==> src/rtl/pll_mdrp_pkg.sv <==
// rtl/pll_mdrp_pkg.sv - shared opcodes, command encodings and FSM states for the PLL MDRP master
package pll_mdrp_pkg;

    localparam logic [1:0] OPC_NOP   = 2'b00;
    localparam logic [1:0] OPC_WRITE = 2'b01;
    localparam logic [1:0] OPC_READ  = 2'b10;
    localparam logic [1:0] OPC_ADDR  = 2'b11;

    typedef enum logic [1:0] {
        CMD_WRITE  = 2'd0,
        CMD_READ   = 2'd1,
        CMD_RELOCK = 2'd2,
        CMD_RSVD   = 2'd3
    } cmd_op_e;

    typedef enum logic [2:0] {
        ST_IDLE,
        ST_ADDR,
        ST_WDATA,
        ST_RDCMD,
        ST_RDWAIT,
        ST_RST,
        ST_LOCKWAIT,
        ST_DONE
    } state_e;

    // Width of one counter shared by read wait, reset pulse and lock wait.
    function automatic int cnt_width(input int a, input int b, input int c);
        int m;
        m = a;
        if (b > m) m = b;
        if (c > m) m = c;
        return (m < 1) ? 1 : $clog2(m + 1);
    endfunction

endpackage

==> src/rtl/pll_mdrp_if.sv <==
// rtl/pll_mdrp_if.sv - command/response bus between a client and the PLL MDRP master
interface pll_mdrp_if;

    logic       cmd_valid;
    logic       cmd_ready;
    logic [1:0] cmd_op;
    logic [7:0] cmd_addr;
    logic [7:0] cmd_wdata;
    logic       rsp_valid;
    logic [7:0] rsp_rdata;
    logic       rsp_err;

    modport master (
        output cmd_valid, cmd_op, cmd_addr, cmd_wdata,
        input  cmd_ready, rsp_valid, rsp_rdata, rsp_err
    );

    modport slave (
        input  cmd_valid, cmd_op, cmd_addr, cmd_wdata,
        output cmd_ready, rsp_valid, rsp_rdata, rsp_err
    );

endinterface

==> src/rtl/sync2.sv <==
// rtl/sync2.sv - two-flop synchroniser for a single asynchronous level
module sync2 (
    input  logic clk,
    input  logic reset,
    input  logic d,
    output logic q
);

    logic meta;

    // Two back-to-back flops give the first stage a full cycle to resolve.
    always_ff @(posedge clk) begin
        if (reset) begin
            meta <= 1'b0;
            q    <= 1'b0;
        end else begin
            meta <= d;
            q    <= meta;
        end
    end

endmodule

==> src/rtl/pll_mdrp_master.sv <==
// rtl/pll_mdrp_master.sv - sequences write/read/relock commands onto the PLL MDRP port
module pll_mdrp_master
    import pll_mdrp_pkg::*;
#(
    parameter int READ_LAT     = 2,
    parameter int RST_CYCLES   = 16,
    parameter int LOCK_TIMEOUT = 65535
) (
    input  logic         mdclk,
    input  logic         reset,
    pll_mdrp_if.slave    cmd,
    output logic [1:0]   mdopc,
    output logic         mdainc,
    output logic [7:0]   mdwdi,
    input  logic [7:0]   mdrdo,
    output logic         pll_reset,
    input  logic         lock
);

    localparam int CNT_W = cnt_width(READ_LAT, RST_CYCLES, LOCK_TIMEOUT);
    localparam logic [CNT_W-1:0] RST_LAST  = CNT_W'(RST_CYCLES - 1);
    localparam logic [CNT_W-1:0] RD_LAST   = CNT_W'((READ_LAT >= 2) ? READ_LAT - 2 : 0);
    localparam logic [CNT_W-1:0] LOCK_LAST = CNT_W'(LOCK_TIMEOUT - 1);
    localparam logic [CNT_W-1:0] LOCK_MAX  = CNT_W'(LOCK_TIMEOUT);

    state_e           state, state_d;
    cmd_op_e          op_q;
    logic [7:0]       addr_q;
    logic [7:0]       wdata_q;
    logic [CNT_W-1:0] cnt, cnt_d;
    logic             err_q, err_d;
    logic [7:0]       rdata_q;
    logic             capture;
    logic             rst_drive;
    logic             lock_s;
    logic             accept;

    sync2 u_lock_sync (
        .clk   (mdclk),
        .reset (reset),
        .d     (lock),
        .q     (lock_s)
    );

    assign accept        = cmd.cmd_valid && (state == ST_IDLE);
    assign cmd.cmd_ready = (state == ST_IDLE);
    assign cmd.rsp_valid = (state == ST_DONE);
    assign cmd.rsp_err   = (state == ST_DONE) && err_q;
    assign cmd.rsp_rdata = rdata_q;
    assign mdainc        = 1'b0;
    assign pll_reset     = reset || rst_drive;

    // State, shared counter, error flag, captured command and read data.
    always_ff @(posedge mdclk) begin
        if (reset) begin
            state   <= ST_IDLE;
            cnt     <= '0;
            err_q   <= 1'b0;
            op_q    <= CMD_WRITE;
            addr_q  <= 8'h00;
            wdata_q <= 8'h00;
            rdata_q <= 8'h00;
        end else begin
            state <= state_d;
            cnt   <= cnt_d;
            err_q <= err_d;
            if (accept) begin
                op_q    <= cmd_op_e'(cmd.cmd_op);
                addr_q  <= cmd.cmd_addr;
                wdata_q <= cmd.cmd_wdata;
            end
            if (capture) begin
                rdata_q <= mdrdo;
            end
        end
    end

    // Next state and PLL-side outputs; PLL port is idle except in ADDR/WDATA/RDCMD.
    always_comb begin
        state_d   = state;
        cnt_d     = cnt;
        err_d     = err_q;
        capture   = 1'b0;
        rst_drive = 1'b0;
        mdopc     = OPC_NOP;
        mdwdi     = 8'h00;
        case (state)
            ST_IDLE: begin
                if (cmd.cmd_valid) begin
                    cnt_d = '0;
                    err_d = 1'b0;
                    case (cmd_op_e'(cmd.cmd_op))
                        CMD_WRITE,
                        CMD_READ:   state_d = ST_ADDR;
                        CMD_RELOCK: state_d = ST_RST;
                        default: begin
                            err_d   = 1'b1;
                            state_d = ST_DONE;
                        end
                    endcase
                end
            end
            ST_ADDR: begin
                mdopc   = OPC_ADDR;
                mdwdi   = addr_q;
                state_d = (op_q == CMD_WRITE) ? ST_WDATA : ST_RDCMD;
            end
            ST_WDATA: begin
                mdopc   = OPC_WRITE;
                mdwdi   = wdata_q;
                state_d = ST_DONE;
            end
            ST_RDCMD: begin
                mdopc = OPC_READ;
                if (READ_LAT <= 1) begin
                    capture = 1'b1;
                    state_d = ST_DONE;
                end else begin
                    cnt_d   = '0;
                    state_d = ST_RDWAIT;
                end
            end
            ST_RDWAIT: begin
                if (cnt == RD_LAST) begin
                    capture = 1'b1;
                    state_d = ST_DONE;
                end else begin
                    cnt_d = cnt + 1'b1;
                end
            end
            ST_RST: begin
                rst_drive = 1'b1;
                if (cnt == RST_LAST) begin
                    cnt_d   = '0;
                    state_d = ST_LOCKWAIT;
                end else begin
                    cnt_d = cnt + 1'b1;
                end
            end
            ST_LOCKWAIT: begin
                if (lock_s) begin
                    err_d   = 1'b0;
                    state_d = ST_DONE;
                end else if (cnt == LOCK_LAST) begin
                    err_d   = 1'b1;
                    state_d = ST_DONE;
                end else if (cnt != LOCK_MAX) begin
                    cnt_d = cnt + 1'b1;
                end
            end
            ST_DONE: begin
                state_d = ST_IDLE;
            end
            default: begin
                state_d = ST_IDLE;
            end
        endcase
        // Keep the PLL port quiet while reset is held, whatever state is being left.
        if (reset) begin
            mdopc = OPC_NOP;
            mdwdi = 8'h00;
        end
    end

endmodule

==> src/flat_wrapper.sv <==
// flat-port wrapper written by rule: the top's interface ports become plain ports
module pll_mdrp_master_flat import pll_mdrp_pkg::*;
#(
    parameter int READ_LAT     = 2,
    parameter int RST_CYCLES   = 16,
    parameter int LOCK_TIMEOUT = 65535
)
  (mdclk, reset, mdopc, mdainc, mdwdi, mdrdo, pll_reset, lock, cmd_cmd_valid, cmd_cmd_op, cmd_cmd_addr, cmd_cmd_wdata, cmd_cmd_ready, cmd_rsp_valid, cmd_rsp_rdata, cmd_rsp_err);
  pll_mdrp_if cmd_i ();
  input  logic mdclk;
  input  logic reset;
  output logic [1:0] mdopc;
  output logic mdainc;
  output logic [7:0] mdwdi;
  input  logic [7:0] mdrdo;
  output logic pll_reset;
  input  logic lock;
  input wire logic [$bits(cmd_i.cmd_valid)-1:0] cmd_cmd_valid;
  input wire logic [$bits(cmd_i.cmd_op)-1:0] cmd_cmd_op;
  input wire logic [$bits(cmd_i.cmd_addr)-1:0] cmd_cmd_addr;
  input wire logic [$bits(cmd_i.cmd_wdata)-1:0] cmd_cmd_wdata;
  output wire logic [$bits(cmd_i.cmd_ready)-1:0] cmd_cmd_ready;
  output wire logic [$bits(cmd_i.rsp_valid)-1:0] cmd_rsp_valid;
  output wire logic [$bits(cmd_i.rsp_rdata)-1:0] cmd_rsp_rdata;
  output wire logic [$bits(cmd_i.rsp_err)-1:0] cmd_rsp_err;
  assign cmd_i.cmd_valid = cmd_cmd_valid;
  assign cmd_i.cmd_op = cmd_cmd_op;
  assign cmd_i.cmd_addr = cmd_cmd_addr;
  assign cmd_i.cmd_wdata = cmd_cmd_wdata;
  assign cmd_cmd_ready = cmd_i.cmd_ready;
  assign cmd_rsp_valid = cmd_i.rsp_valid;
  assign cmd_rsp_rdata = cmd_i.rsp_rdata;
  assign cmd_rsp_err = cmd_i.rsp_err;
  pll_mdrp_master #(.READ_LAT(READ_LAT), .RST_CYCLES(RST_CYCLES), .LOCK_TIMEOUT(LOCK_TIMEOUT)) u_core (.mdclk(mdclk), .reset(reset), .cmd(cmd_i), .mdopc(mdopc), .mdainc(mdainc), .mdwdi(mdwdi), .mdrdo(mdrdo), .pll_reset(pll_reset), .lock(lock));
endmodule
==> config.mk <==
export PLATFORM = sky130hd
export DESIGN_NAME = pll_mdrp_master_flat
export DESIGN_NICKNAME = d
export VERILOG_FILES = /design/src/rtl/pll_mdrp_pkg.sv /design/src/rtl/pll_mdrp_if.sv /design/src/rtl/sync2.sv /design/src/rtl/pll_mdrp_master.sv /design/src/flat_wrapper.sv
export SDC_FILE = /design/constraint.sdc
export NUM_CORES = 1
export LEC_CHECK = 0
export BUFFER_PORTS_ARGS = -buffer_cell sky130_fd_sc_hd__buf_2
export CAP_MARGIN = 20
export CORE_ASPECT_RATIO = 1.2
export CORE_MARGIN = 2
export CORE_UTILIZATION = 58
export DETAILED_ROUTE_END_ITERATION = 8
export HOLD_SLACK_MARGIN = 0.08
export PLACE_DENSITY_LB_ADDON = 0.2
export SETUP_SLACK_MARGIN = 0.1
export SYNTH_ARGS = -nofsm -noshare
export SYNTH_HDL_FRONTEND = slang
export SYNTH_HIERARCHICAL = 1
export SYNTH_SLANG_ARGS = --single-unit
==> constraint.sdc <==
create_clock -name mdclk -period 3.3 [get_ports mdclk]
set_clock_uncertainty 0.15 [all_clocks]
set_input_delay 0.165 -clock mdclk [delete_from_list [all_inputs] [get_ports mdclk]]
set_output_delay 0.165 -clock mdclk [all_outputs]
set_load 0.05 [all_outputs]
==> impl_metrics.py <==
metrics = {
    "outcome": {
        "status": "finished clean",
    },
    "yosys": {
        "synth-edff-count": 0,
        "avgSynthCellArea_um2": 8.20,
        "synth_compound_gate_area_share": 0.175,
        "synth_top_family_by_area": "simple AND/OR/NAND/NOR gates",
        "ys_types": 46,
        "ys.flop_type": "dfxtp_1",
        "yosysTopAreaCellShare": 0.390,
        "muxShareOfSynthArea": 0.0569,
        "netlist_area_um2": 2460,
        "yosysWarnings": 6,
        "synthCells": 300,
        "ys_seq_area_frac": 0.390,
        "post-synth-top-area-cell": "dfxtp_1",
        "synth.most_common_cell": "dfxtp_1",
        "synth-seq-cells": 48,
        "synthTopCellsByArea": "dfxtp_1 (39%), nand2_1 (7.2%), a21oi_1 (5.9%), mux2i_1 (5.7%), nor2_1 (4.0%)",
        "yosys.area_share.adder": 0.0153,
        "async_flop_share": 0,
        "synth_xor_area_frac": 0,
        "syn_nets": 333,
        "synthTopCellsByCount": "dfxtp_1 (48), nand2_1 (47), a21oi_1 (29)",
        "synth-simple-area-share": 0.303,
    },
    "hold_path": {
        "whs_path_depth": 2,
        "min_from": "reset",
        "min_path_type": "in2reg",
        "holdPathEnd": "u_core/u_lock_sync/meta",
    },
    "setup_path": {
        "path_buf_inv": 1,
        "crit_slowest_cell": "nor2b_1",
        "path_class": "reg2out",
        "startpoint": "u_core/state[1]",
        "cp-end-kind": "output pin",
        "start_kind": "register",
        "r2r_cells": 6,
        "max_stage_delay_ns": 0.68,
        "worstPathArrival_ns": 2.28,
        "required_ns": 2.98,
        "regToRegSetupSlack_ns": 0.86,
        "r2r-start": "u_core/cnt[0]",
        "crit_family": "simple AND/OR/NAND/NOR gates",
        "reg2reg_to": "u_core/cnt[4]",
        "crit_fanout": 17,
        "crit_chain": "nor2b_1 > a22oi_1 > nor2_1 > buf_2",
    },
    "die": {
        "num_rows": 25,
        "die_w_um": 63.5,
        "die-area_um2": 4780,
        "die_height_um": 75.4,
        "start_util": 0.615,
        "fp.coreArea_um2": 4000,
        "io_pins": 53,
    },
    "pwr": {
        "cellLeakagePower_nw": 1.22,
        "p_int_w": 0.00101,
        "power_frac_comb": 0.373,
        "ir_drop_mv": 0.420,
        "p_per_area_nw_per_um2": 554,
        "seqPwrFrac": 0.424,
        "p_clk_frac": 0.203,
        "p_sw_w": 0.000686,
        "switching_share": 0.405,
    },
    "finish": {
        "fillers": 328,
        "area_growth_pct": 24.3,
        "final_layout_size_suffix_gt1_frac": 0.197,
        "diodes": 0,
        "finalNetCount": 402,
    },
    "place": {
        "io_buffers": 51,
        "place_hpwl_um": 3850,
        "place.gp.congestion": 0.900,
    },
    "timing": {
        "hold_viol": 0,
        "relSlewSlack": 0.487,
        "rsz0062_at_grt": "false",
        "tightest_slew_ns": 0.767,
        "timing.fmax_ghz": 0.385,
        "whs_ns": 0.255,
        "fin_tns_setup_ns": 0,
        "maxSlewViolCount": 0,
        "period_share": 0.786,
        "min_period_ns": 2.60,
        "finalSetupViolCount": 0,
    },
    "grt": {
        "grt_pass1_wl_um": 10600,
        "grt_usage": 0.281,
        "gr-total-overflow": 0,
        "grt_pass1_vias": 2298,
        "grt_max_degree": 42,
        "antenna_found_initial": 0,
    },
    "routing": {
        "dr.first_iter.drc_count": 236,
        "routed_wl_um": 6360,
        "vias_per_cell": 5.80,
        "first_pass_iters": 5,
        "wl_per_cell_um": 15.0,
        "vias": 2458,
        "ant_nets": 0,
        "drc_errors": 0,
    },
    "clocking": {
        "clockRootBuffer": "clkbuf_8",
        "cts_buffer_depth": 2,
        "cts_sinks": 48,
        "cts.clk_slew.worst_paths_ns": 0.09,
        "cts_hold_buf": 28,
        "cts_max_level": 2,
        "ctsResizeCount": 0,
        "cts_tree": "built",
        "cts_inserted_buffers": 5,
        "clk_latency_ns": 0.30,
        "cts_setup_buffers": 0,
    },
    "flow_run": {
        "cap_violations": 0,
    },
}
==> layout by cell type, fill, tap and decap left out, types with 4 or more instances in the layout <==
master         instances
nand3b_1               5
a21oi_1               29
dfxtp_1               48
a22oi_1                8
nand2b_1               4
inv_1                  9
mux2i_1               14
buf_2                 51
dlygate4sd3_1         28
o31ai_1                5
nand3_1               11
or4_1                  7
nand2_1               47
clkbuf_8               5
nor2_1                26
nor2b_1                6
nand4_1                5
o21ai_0                6
nor3_1                 7
or3_1                  4
==> final cells by class <==
| type | instances | area, um^2 | share of cell area |
|---|---|---|---|
| Tap cell | 54 | 67.6 | 0.0221 |
| Multi-Input combinational cell | 224 | 1360 | 0.445 |
| Clock inverter | 3 | 18.8 | 0.00613 |
| Inverter | 10 | 37.5 | 0.0123 |
| Timing Repair Buffer | 80 | 543 | 0.178 |
| Sequential cell | 48 | 961 | 0.314 |
| Clock buffer | 5 | 68.8 | 0.0225 |
==> flip-flops by register name (all words and copies together) (netlist names) <==
register / flops
u_core/op_q: 2
u_core/err_q: 1
u_core/wdata_q: 8
u_core/addr_q: 8
u_core/cmd.rsp_rdata: 8
u_core/state: 3
u_core/cnt: 16
u_core/u_lock_sync/meta: 1
u_core/u_lock_sync/q: 1
==> kinds of logic (layout without fill, tap and decap cells) <==
family                   after synthesis  in the layout
AND/OR/NAND/NOR                      141            141
other                                  1              1
multiplexers                          14             14
adder cells (fa/ha/maj)                3              3
flip-flops                            48             48
buffers and inverters                 28             98
AO/OA/AOI/OAI                         65             65
==> routing by layer <==
metal  track usage  up-vias  share of wire
li1              -     1207              -
met2         0.494       85           0.52
met3        0.0650       15          0.060
met5             0        -              0
met4         0.126        0          0.023
met1         0.334     1151           0.39
==> power by group through the flow <==
stage                     clock, W  combinational [W]  sequential, W
after floorplan                  0           0.000480       0.000738
after global placement           0           0.000580       0.000727
after detailed placement         0           0.000593       0.000729
after CTS                 0.000354           0.000619       0.000716
after global routing      0.000377           0.000695       0.000731
final                     0.000344           0.000633       0.000718
==> worst max path at each step <==
stage          cells after the start  slack, ns               end
2_1_floorplan                      6       0.59  u_core/addr_q[0]
3_3_place_gp                       6       0.95     u_core/cnt[4]
3_5_place_dp                       6       0.88     u_core/cnt[4]
4_1_cts                            5       0.72          mdwdi[6]
5_1_grt                            5       0.44          mdwdi[3]
6_report                           4       0.70          mdwdi[7]
==> stage by stage <==
step | util | instance area (um^2) | setup WS [ns] | cells | power (W)
after CTS | 0.764 | 3060 | 0.723 | 424 | 0.00169
final | 0.764 | 3060 | 0.705 | 424 | 0.00169
after global routing | 0.764 | 3060 | 0.443 | 424 | 0.00180
after detailed placement | 0.672 | 2690 | 0.878 | 388 | 0.00132
after global placement | 0.672 | 2690 | 0.951 | 388 | 0.00131
after floorplan | - | 2460 | 0.586 | 300 | 0.00122
No activity file was read; power rests on OpenSTA's default activity.
